$ cat src/rtl/alarm_arm_controller_pkg.sv
// rtl/alarm_arm_controller_pkg.sv - shared state encodings, code width and helpers
package alarm_arm_controller_pkg;

  localparam int CODE_W = 10;
  localparam logic [CODE_W-1:0] DEFAULT_CODE = 10'h112;

  typedef enum logic [2:0] {
    ST_DISARMED = 3'd0,
    ST_EXIT     = 3'd1,
    ST_ARMED    = 3'd2,
    ST_ALARM    = 3'd3,
    ST_LOCKOUT  = 3'd4
  } state_t;

  // Counter width able to hold n-1, never narrower than one bit.
  function automatic int cnt_width(input longint unsigned n);
    return (n > 1) ? $clog2(n) : 1;
  endfunction

endpackage

$ cat src/rtl/alarm_arm_controller_sync_debounce.sv
// rtl/alarm_arm_controller_sync_debounce.sv - 2-FF synchronizer plus level debouncer with change event
module alarm_arm_controller_sync_debounce
  import alarm_arm_controller_pkg::*;
#(
  parameter int unsigned DEB_CYC   = 500_000,
  parameter bit          RISE_ONLY = 1'b0
) (
  input  logic iCLK,
  input  logic iRST_N,
  input  logic iAsync,
  output logic oLevel,
  output logic oEvt
);

  localparam int CW = cnt_width(longint'(DEB_CYC));

  logic          s1;
  logic          s2;
  logic [CW-1:0] cnt;
  logic [1:0]    fill;

  // The first three edges after reset just copy the synced level so the
  // debounced value starts equal to the input and no edge is reported.
  always_ff @(posedge iCLK or negedge iRST_N) begin
    if (!iRST_N) begin
      s1     <= 1'b0;
      s2     <= 1'b0;
      oLevel <= 1'b0;
      oEvt   <= 1'b0;
      cnt    <= '0;
      fill   <= 2'd0;
    end else begin
      s1   <= iAsync;
      s2   <= s1;
      oEvt <= 1'b0;
      if (fill != 2'd3) begin
        fill   <= fill + 2'd1;
        oLevel <= s2;
        cnt    <= '0;
      end else if (s2 == oLevel) begin
        cnt <= '0;
      end else if (cnt == CW'(DEB_CYC - 1)) begin
        oLevel <= s2;
        cnt    <= '0;
        oEvt   <= RISE_ONLY ? s2 : 1'b1;
      end else begin
        cnt <= cnt + CW'(1);
      end
    end
  end

endmodule

$ cat src/rtl/alarm_arm_controller.sv
// rtl/alarm_arm_controller.sv - arm/alarm FSM with code register, shared timer and beep divider
module alarm_arm_controller
  import alarm_arm_controller_pkg::*;
#(
  parameter logic [CODE_W-1:0] DEFAULT_CODE_P = DEFAULT_CODE,
  parameter int unsigned       DEB_CYC        = 500_000,
  parameter longint unsigned   EXIT_CYC       = 64'd500_000_000,
  parameter int unsigned       BEEP_HALF      = 12_500_000,
  parameter int unsigned       MAX_FAIL       = 3,
  parameter longint unsigned   LOCKOUT_CYC    = 64'd5_000_000_000
) (
  input  logic              iCLK,
  input  logic              iRST_N,
  input  logic [CODE_W-1:0] iCode,
  input  logic              iProgram,
  input  logic              iArm,
  input  logic              iSubmit,
  input  logic              iSense,
  output logic              oVideo_On,
  output logic              oBuzzer,
  output logic [2:0]        oState,
  output logic [2:0]        oFail_Cnt
);

  localparam longint unsigned TMAX = (EXIT_CYC > LOCKOUT_CYC) ? EXIT_CYC : LOCKOUT_CYC;
  localparam int TW = cnt_width(TMAX);
  localparam int BW = cnt_width(longint'(BEEP_HALF));

  logic prog_evt, arm_evt, sub_evt, sense_evt;
  logic prog_lvl, arm_lvl, sub_lvl, sense_lvl;
  logic unused_levels;

  alarm_arm_controller_sync_debounce #(.DEB_CYC(DEB_CYC), .RISE_ONLY(1'b0)) u_sense (
    .iCLK(iCLK), .iRST_N(iRST_N), .iAsync(iSense), .oLevel(sense_lvl), .oEvt(sense_evt)
  );
  alarm_arm_controller_sync_debounce #(.DEB_CYC(1), .RISE_ONLY(1'b1)) u_prog (
    .iCLK(iCLK), .iRST_N(iRST_N), .iAsync(iProgram), .oLevel(prog_lvl), .oEvt(prog_evt)
  );
  alarm_arm_controller_sync_debounce #(.DEB_CYC(1), .RISE_ONLY(1'b1)) u_arm (
    .iCLK(iCLK), .iRST_N(iRST_N), .iAsync(iArm), .oLevel(arm_lvl), .oEvt(arm_evt)
  );
  alarm_arm_controller_sync_debounce #(.DEB_CYC(1), .RISE_ONLY(1'b1)) u_sub (
    .iCLK(iCLK), .iRST_N(iRST_N), .iAsync(iSubmit), .oLevel(sub_lvl), .oEvt(sub_evt)
  );

  assign unused_levels = ^{prog_lvl, arm_lvl, sub_lvl, sense_lvl};

  state_t            state, state_n;
  logic [TW-1:0]     timer, timer_n;
  logic [2:0]        fail, fail_n;
  logic [CODE_W-1:0] code, code_n;
  logic [BW-1:0]     beep, beep_n;
  logic              buzz, buzz_n;
  logic              video, video_n;
  logic              code_ok;

  always_ff @(posedge iCLK or negedge iRST_N) begin
    if (!iRST_N) begin
      state <= ST_DISARMED;
      timer <= '0;
      fail  <= '0;
      code  <= DEFAULT_CODE_P;
      beep  <= '0;
      buzz  <= 1'b0;
      video <= 1'b0;
    end else begin
      state <= state_n;
      timer <= timer_n;
      fail  <= fail_n;
      code  <= code_n;
      beep  <= beep_n;
      buzz  <= buzz_n;
      video <= video_n;
    end
  end

  always_comb begin
    state_n = state;
    timer_n = timer;
    fail_n  = fail;
    code_n  = code;
    beep_n  = '0;
    buzz_n  = 1'b0;
    video_n = 1'b0;
    code_ok = (iCode == code);

    case (state)
      ST_DISARMED: begin
        timer_n = '0;
        // Program takes priority; a simultaneous arm is dropped.
        if (prog_evt) begin
          code_n = iCode;
        end else if (arm_evt && (iCode == '0)) begin
          state_n = ST_EXIT;
        end
      end
      ST_EXIT, ST_ARMED, ST_ALARM: begin
        if (state == ST_EXIT) begin
          if (timer == TW'(EXIT_CYC - 1)) begin
            state_n = ST_ARMED;
            timer_n = '0;
          end else begin
            timer_n = timer + TW'(1);
          end
        end else if ((state == ST_ARMED) && sense_evt) begin
          state_n = ST_ALARM;
        end
        // Submits are evaluated last so a correct code beats a same-cycle sense event.
        if (sub_evt) begin
          if (code_ok) begin
            state_n = ST_DISARMED;
            fail_n  = '0;
            timer_n = '0;
          end else begin
            fail_n = (fail == 3'(MAX_FAIL)) ? fail : fail + 3'd1;
            if (fail_n == 3'(MAX_FAIL)) begin
              state_n = ST_LOCKOUT;
              timer_n = '0;
            end
          end
        end
      end
      ST_LOCKOUT: begin
        if (timer == TW'(LOCKOUT_CYC - 1)) begin
          state_n = ST_ALARM;
          fail_n  = '0;
          timer_n = '0;
        end else begin
          timer_n = timer + TW'(1);
        end
      end
      default: begin
        state_n = ST_DISARMED;
        fail_n  = '0;
        timer_n = '0;
      end
    endcase

    video_n = (state_n == ST_ALARM) || (state_n == ST_LOCKOUT);

    if (state_n == ST_ALARM) begin
      if (state != ST_ALARM) begin
        buzz_n = 1'b1;
      end else if (beep == BW'(BEEP_HALF - 1)) begin
        buzz_n = ~buzz;
      end else begin
        buzz_n = buzz;
        beep_n = beep + BW'(1);
      end
    end else if (state_n == ST_LOCKOUT) begin
      buzz_n = 1'b1;
    end
  end

  assign oState    = state;
  assign oFail_Cnt = fail;
  assign oBuzzer   = buzz;
  assign oVideo_On = video;

endmodule
$ cat config.mk
export PLATFORM = sky130hd
export DESIGN_NAME = alarm_arm_controller
export DESIGN_NICKNAME = d
export VERILOG_FILES = /design/src/rtl/alarm_arm_controller_pkg.sv /design/src/rtl/alarm_arm_controller_sync_debounce.sv /design/src/rtl/alarm_arm_controller.sv
export SDC_FILE = /design/constraint.sdc
export NUM_CORES = 1
export LEC_CHECK = 0
export CORE_ASPECT_RATIO = 0.75
export CORE_UTILIZATION = 45
export DETAILED_ROUTE_END_ITERATION = 8
export RECOVER_POWER = 100
export SETUP_SLACK_MARGIN = 0.1
export SYNTH_ARGS = -nofsm -noshare
export SYNTH_HDL_FRONTEND = slang
export SYNTH_SLANG_ARGS = --single-unit
$ cat constraint.sdc
create_clock -name iCLK -period 5.9 [get_ports iCLK]
set_input_delay 1.18 -clock iCLK [delete_from_list [all_inputs] [get_ports iCLK]]
set_output_delay 1.18 -clock iCLK [all_outputs]
set_load 0.1 [all_outputs]
**After elaboration in Yosys (flattened, before gate mapping)**

Cells that the tools add are included.

- Register bits: 121

- Add/sub/neg operators: 11
- Equal/unequal tests: 32
- Mux-type cells: 65
- Bitwise operators: 2
- Reduce and logical (&&, ||, !) cells: 13

Operators by type and width:

| kind | count |
|---|---|
| two-way mux 33 bit | 6 |
| two-way mux 24 bit | 3 |
| one-hot mux 33 bit (2 select lines) | 1 |
| two-way mux 19 bit | 3 |
| two-way mux 3 bit | 13 |
| two-way mux 1 bit | 37 |
| adder 33 x 1 -> 33 bit, second input constant | 1 |
| == test 33 x 29 -> 1 bit, second input constant | 1 |
| == test 33 bit, second input constant | 1 |
| adder 24 x 1 -> 24 bit, second input constant | 1 |
| == test 24 bit, second input constant | 1 |
| adder 19 x 1 -> 19 bit, second input constant | 1 |
| == test 19 bit, second input constant | 1 |
| one-hot mux 3 bit (3 select lines) | 2 |
| != test 2 bit, second input constant | 8 |
| == test 3 x 2 -> 1 bit, second input constant | 5 |
| == test 10 bit | 1 |
| logical NOT 10 bit | 1 |
| != test 2 x 1 -> 1 bit, second input constant | 5 |
| AND reduction 2 bit | 5 |
| adder 2 x 1 -> 2 bit, second input constant | 4 |
| == test 3 bit, second input constant | 2 |
| == test 1 bit | 4 |
| adder 1 bit, second input constant | 3 |
| 11 further kinds | 13 |

**Depth between registers and ports, before layout**

- Depth in word-level cells: 11
- Depth in mapped cells: 9
- Gate-level depth less buffers: 7

**By module**

From an unflattened synthesis, not the netlist that was laid out.

- Cells, all modules: 592
- Area total of the unflattened synthesis: 6187.2 µm²

Modules (own cells, without submodules):

| module | instances | cells each | area an instance (µm²) |
|---|---|---|---|
| alarm_arm_controller | 1 | 436 | 4256.6 |
| alarm_arm_controller_sync_debounce at u_sense | 1 | 114 | 1255.0 |
| alarm_arm_controller_sync_debounce at u_arm ... | 3 | 14 | 225.2 |

**Least setup slack after synthesis**

No wires, ideal clock.

- Path type: register -> register
- Start point: register state[0] (netlist: oState[0])
- End point: register timer[23]
- Setup time: 116 ps
- Arrival: 2962 ps
- Data required time: 5784 ps
- Path slack: 2822 ps
- Stages on the path, launching flop included: 10
- Path buffers: 3
- Cells stage by stage: dfrtp_1 -> nand2b_1 -> clkbuf_1 -> nor2_1 -> o31ai_1 -> or3b_2 -> and2_1 -> clkbuf_1 -> buf_2 -> o311ai_0

- Cells in the longest elaborated chain, start to end: 6
- Elaborated cells on any way between the ends: 10
- Classes of those cells: eq/ne: 4; mux: 5; reduce/logical: 1

Ends and longest elaborated chain:

| what | RTL line | RTL |
|---|---|---|
| from (decl) | alarm_arm_controller.sv:48 | `state_t state, state_n;` |
| from (signal assigned) | alarm_arm_controller.sv:67 | `state <= state_n;` |
| == test 3 x 1 -> 1 bit | alarm_arm_controller.sv:87, alarm_arm_controller.sv:98 |  |
| two-way mux 33 bit | alarm_arm_controller.sv:98 | `if (state == ST_EXIT) begin` |
| two-way mux 33 bit | alarm_arm_controller.sv:116 | `if (fail_n == 3'(MAX_FAIL)) begin` |
| two-way mux 33 bit | alarm_arm_controller.sv:110 | `if (code_ok) begin` |
| two-way mux 33 bit | alarm_arm_controller.sv:109 | `if (sub_evt) begin` |
| one-hot mux 33 bit (2 select lines) * | alarm_arm_controller.sv:87 | `case (state)` |
| net timer_n[23] | alarm_arm_controller.sv:49 | `logic [TW-1:0] timer, timer_n;` |
| to (signal assigned) | alarm_arm_controller.sv:68 | `timer <= timer_n;` |
| to (decl) | alarm_arm_controller.sv:49 |  |

Mark *: on every way through the listed nets, which the timed path passes. The rest lies on a longest branch.
A chain may end at the register's enable or synchronous reset.

**Worst setup path after layout**

- Start point: register state[0] (netlist: oState[0])
- End point: register timer[29]

The elaborated chain is that of the path after synthesis.

==> impl_metrics.ini <==
[sta]
worstMarginPinSlew_ns = 2.21
setup_viol = 0
relSlewSlack = -0.476
final-hold-violation-count = 0
drv_slew = 43
final.period_utilization = 0.705
finalSetupTns_ns = 0
fmax_ghz = 0.240
min_period_ns = 4.16
grt_setup_unrepaired = false
finClkSkew_ns = 0.00947

[die]
die_h_um = 105
rows = 37
ios = 24
start_util = 0.463
fp.coreArea_um2 = 13800
fp.dieW_um = 140
die_area_um2 = 14700

[detailed_routing]
topRoutingLayerUsed = met4
met2_length_um = 6680
routed-wl-met3_um = 976
m1WireLength_um = 7730
drtIter0Drc = 463
num_vias = 5285
detail_route.drc_violations = 0
viasPerCell = 6.01
wl_per_cell_um = 17.7
first_pass_iters = 5
drt_wl_total_um = 15600
final_antenna_net_count = 0

[global_routing]
grt-ovfl-total = 0
grt_pass1_vias = 5067
grt_pass1_wl_um = 26200
grt_use_total = 0.231
grt_max_degree = 78
antenna_found_initial = 0

[placed_design]
hpwl_um = 10400
io_buffers = 23
place_congestion = 0.866

[hold_path]
hold_class = flop to flop
hold_depth = 0
hold_path.startpoint = u_prog.s1

[power]
p_per_area_nw_per_um2 = 292
peakVddDrop_uv = 163
leakage_nw = 2.87

[logic_synthesis]
synthArstFlopShare = 1.00
yosysSeqAreaShare = 0.463
synth_area_leaders = dfrtp_1 (45%), xnor2_1 (5.2%), nor2_1 (4.2%)
synth_most_common_cell = dfrtp_1
synth_edf_count = 0
synthFlopType = dfrtp_1
ys_ff_latch = 118
synth_commonest_cells = dfrtp_1 (115), nor2_1 (72), nand2_1 (55)
ys_types = 59
synth_fp_nets = 702
yosys_warnings = 0
postSynthAreaPerCell_um2 = 9.45
syn_area_um2 = 6380
netlist.area_leader.share = 0.451
synth_largest_area_cell = dfrtp_1
syn_inst = 675

[cells_and_area]
antenna_cells = 0
syn_to_final_growth_pct = 15.3
drive_above_1_share = 0.0936
postLayoutCoreUtil = 0.533
layout.nets = 719

[setup_path]
startpoint_type = flop
cp_max_fo = 18
startpoint = oState[0]
rr_worst_depth = 6
arrival_ns = 4.42
critical_path_required_ns = 6.16
r2r-start = oState[0]
crit_type = flop to flop
critPathCaptureType = flop

[clock_network]
cts_tree = yes
clkTransAtPathRegs_ns = 0.06
post_cts.repair.setup_buffers = 0
numCtsBuffers = 17
clock_sinks = 118
postCtsHoldBufs = 0
cts_buffer_depth = 2
root_buffer = clkbuf_16
post_cts_resized = 0
htree_levels = 4
worstSkewPairLatency_ns = 0.41

[run]
cap_violations = 1

[run_status]
violations = max-capacitance violations, max-slew violations
outcome = complete, but fails checks
==> final timing paths <==
kind	endpoint	slack [ns]
min in group asynchronous	beep[8]	0.94
max reg2reg	timer[29]	1.74
max in group asynchronous	timer[7]	2.35
min reg2reg	u_prog.s2	0.34
max	timer[29]	1.74
min	u_prog.s2	0.34
==> sequential cells by signal (all words and copies together), names as in the netlist, 2 cells and up <==
name / flops
timer: 33
beep: 24
u_sense.cnt: 19
code: 10
oFail_Cnt: 3
oState: 3
u_arm.fill: 2
u_prog.fill: 2
u_sense.fill: 2
u_sub.fill: 2
==> worst max-delay path, cell delays in order (launching register included) <==
cell      delay, ns
dfrtp_1        0.80
nand2b_1       0.43
nor2_1         0.72
o31ai_1        0.20
or3b_2         0.66
and2_0         0.58
o311ai_0       0.61
==> routing by layer <==
| layer | global-route usage | up-vias |
|---|---|---|
| met5 | 0 | - |
| met4 | 0.0802 | 0 |
| met3 | 0.0559 | 20 |
| met2 | 0.332 | 187 |
| met1 | 0.336 | 2596 |
| li1 | - | 2482 |
==> kinds of logic after synthesis <==
| group | count (synthesis) | synth area share |
|---|---|---|
| compound gates | 108 | 0.115 |
| flops | 118 | 0.463 |
| buf+inv | 48 | 0.0312 |
| mux | 18 | 0.0314 |
| fa+ha+maj | 11 | 0.0216 |
| simple gates | 306 | 0.247 |
| xor+xnor | 66 | 0.0906 |
==> placed cells by master, fill, tap and decap left out, drive strengths merged, types with 4 or more instances in the layout <==
cell,synthesis,routed
o221ai,8,8
ha,11,11
nor2,75,75
and2,11,11
buf,5,5
xnor2,38,38
nand2b,5,5
dfrtp,115,115
mux2,16,16
clkinvlp,0,4
xor2,28,28
o31ai,7,7
or3,9,9
o311ai,11,11
and4,4,4
o22ai,8,8
nand4,30,30
o21ai,21,21
nand2,55,55
a31oi,9,9
nor4,14,14
clkbuf,25,19
inv,18,20
dlygate4sd3,0,13
a21oi,17,17
o21a,8,8
nand3,46,46
o211ai,4,4
and3,15,15
nor3,18,18
clkdlybuf4s50,0,9
or2,5,5
clkinv,0,5
nor4b,4,4
==> layout make-up <==
| class | instances | area (um2) |
|---|---|---|
| Clock inverter | 14 | 176 |
| Tap cell | 175 | 219 |
| Timing Repair Buffer | 28 | 262 |
| Inverter | 18 | 67.6 |
| Multi-Input combinational cell | 509 | 3240 |
| Clock buffer | 18 | 439 |
| Fill cell | 1203 | 6440 |
| Sequential cell | 118 | 2960 |
==> power breakdown <==
group / leakage [nW] / internal [W] / switching, W
Sequential: 1.55 / 0.000874 / 0.0000352
Clock: 0.290 / 0.000679 / 0.000388
Combinational: 1.03 / 0.0000846 / 0.0000907
Total: 2.87 / 0.00164 / 0.000514
==> through the flow <==
stage | hold slack, ns | worst slack, ns | std cells | area [um2] | total power, W
2_1_floorplan | 0.331 | 2.82 | 675 | 6380 | 0.00104
3_3_place_gp | 0.332 | 1.98 | 848 | 6750 | 0.00110
3_5_place_dp | 0.336 | 1.79 | 848 | 6750 | 0.00110
4_1_cts | 0.344 | 1.97 | 880 | 7370 | 0.00218
5_1_grt | 0.342 | 1.43 | 880 | 7360 | 0.00224
6_report | 0.345 | 1.74 | 880 | 7360 | 0.00215
No activity file was read; power rests on OpenSTA's default activity.
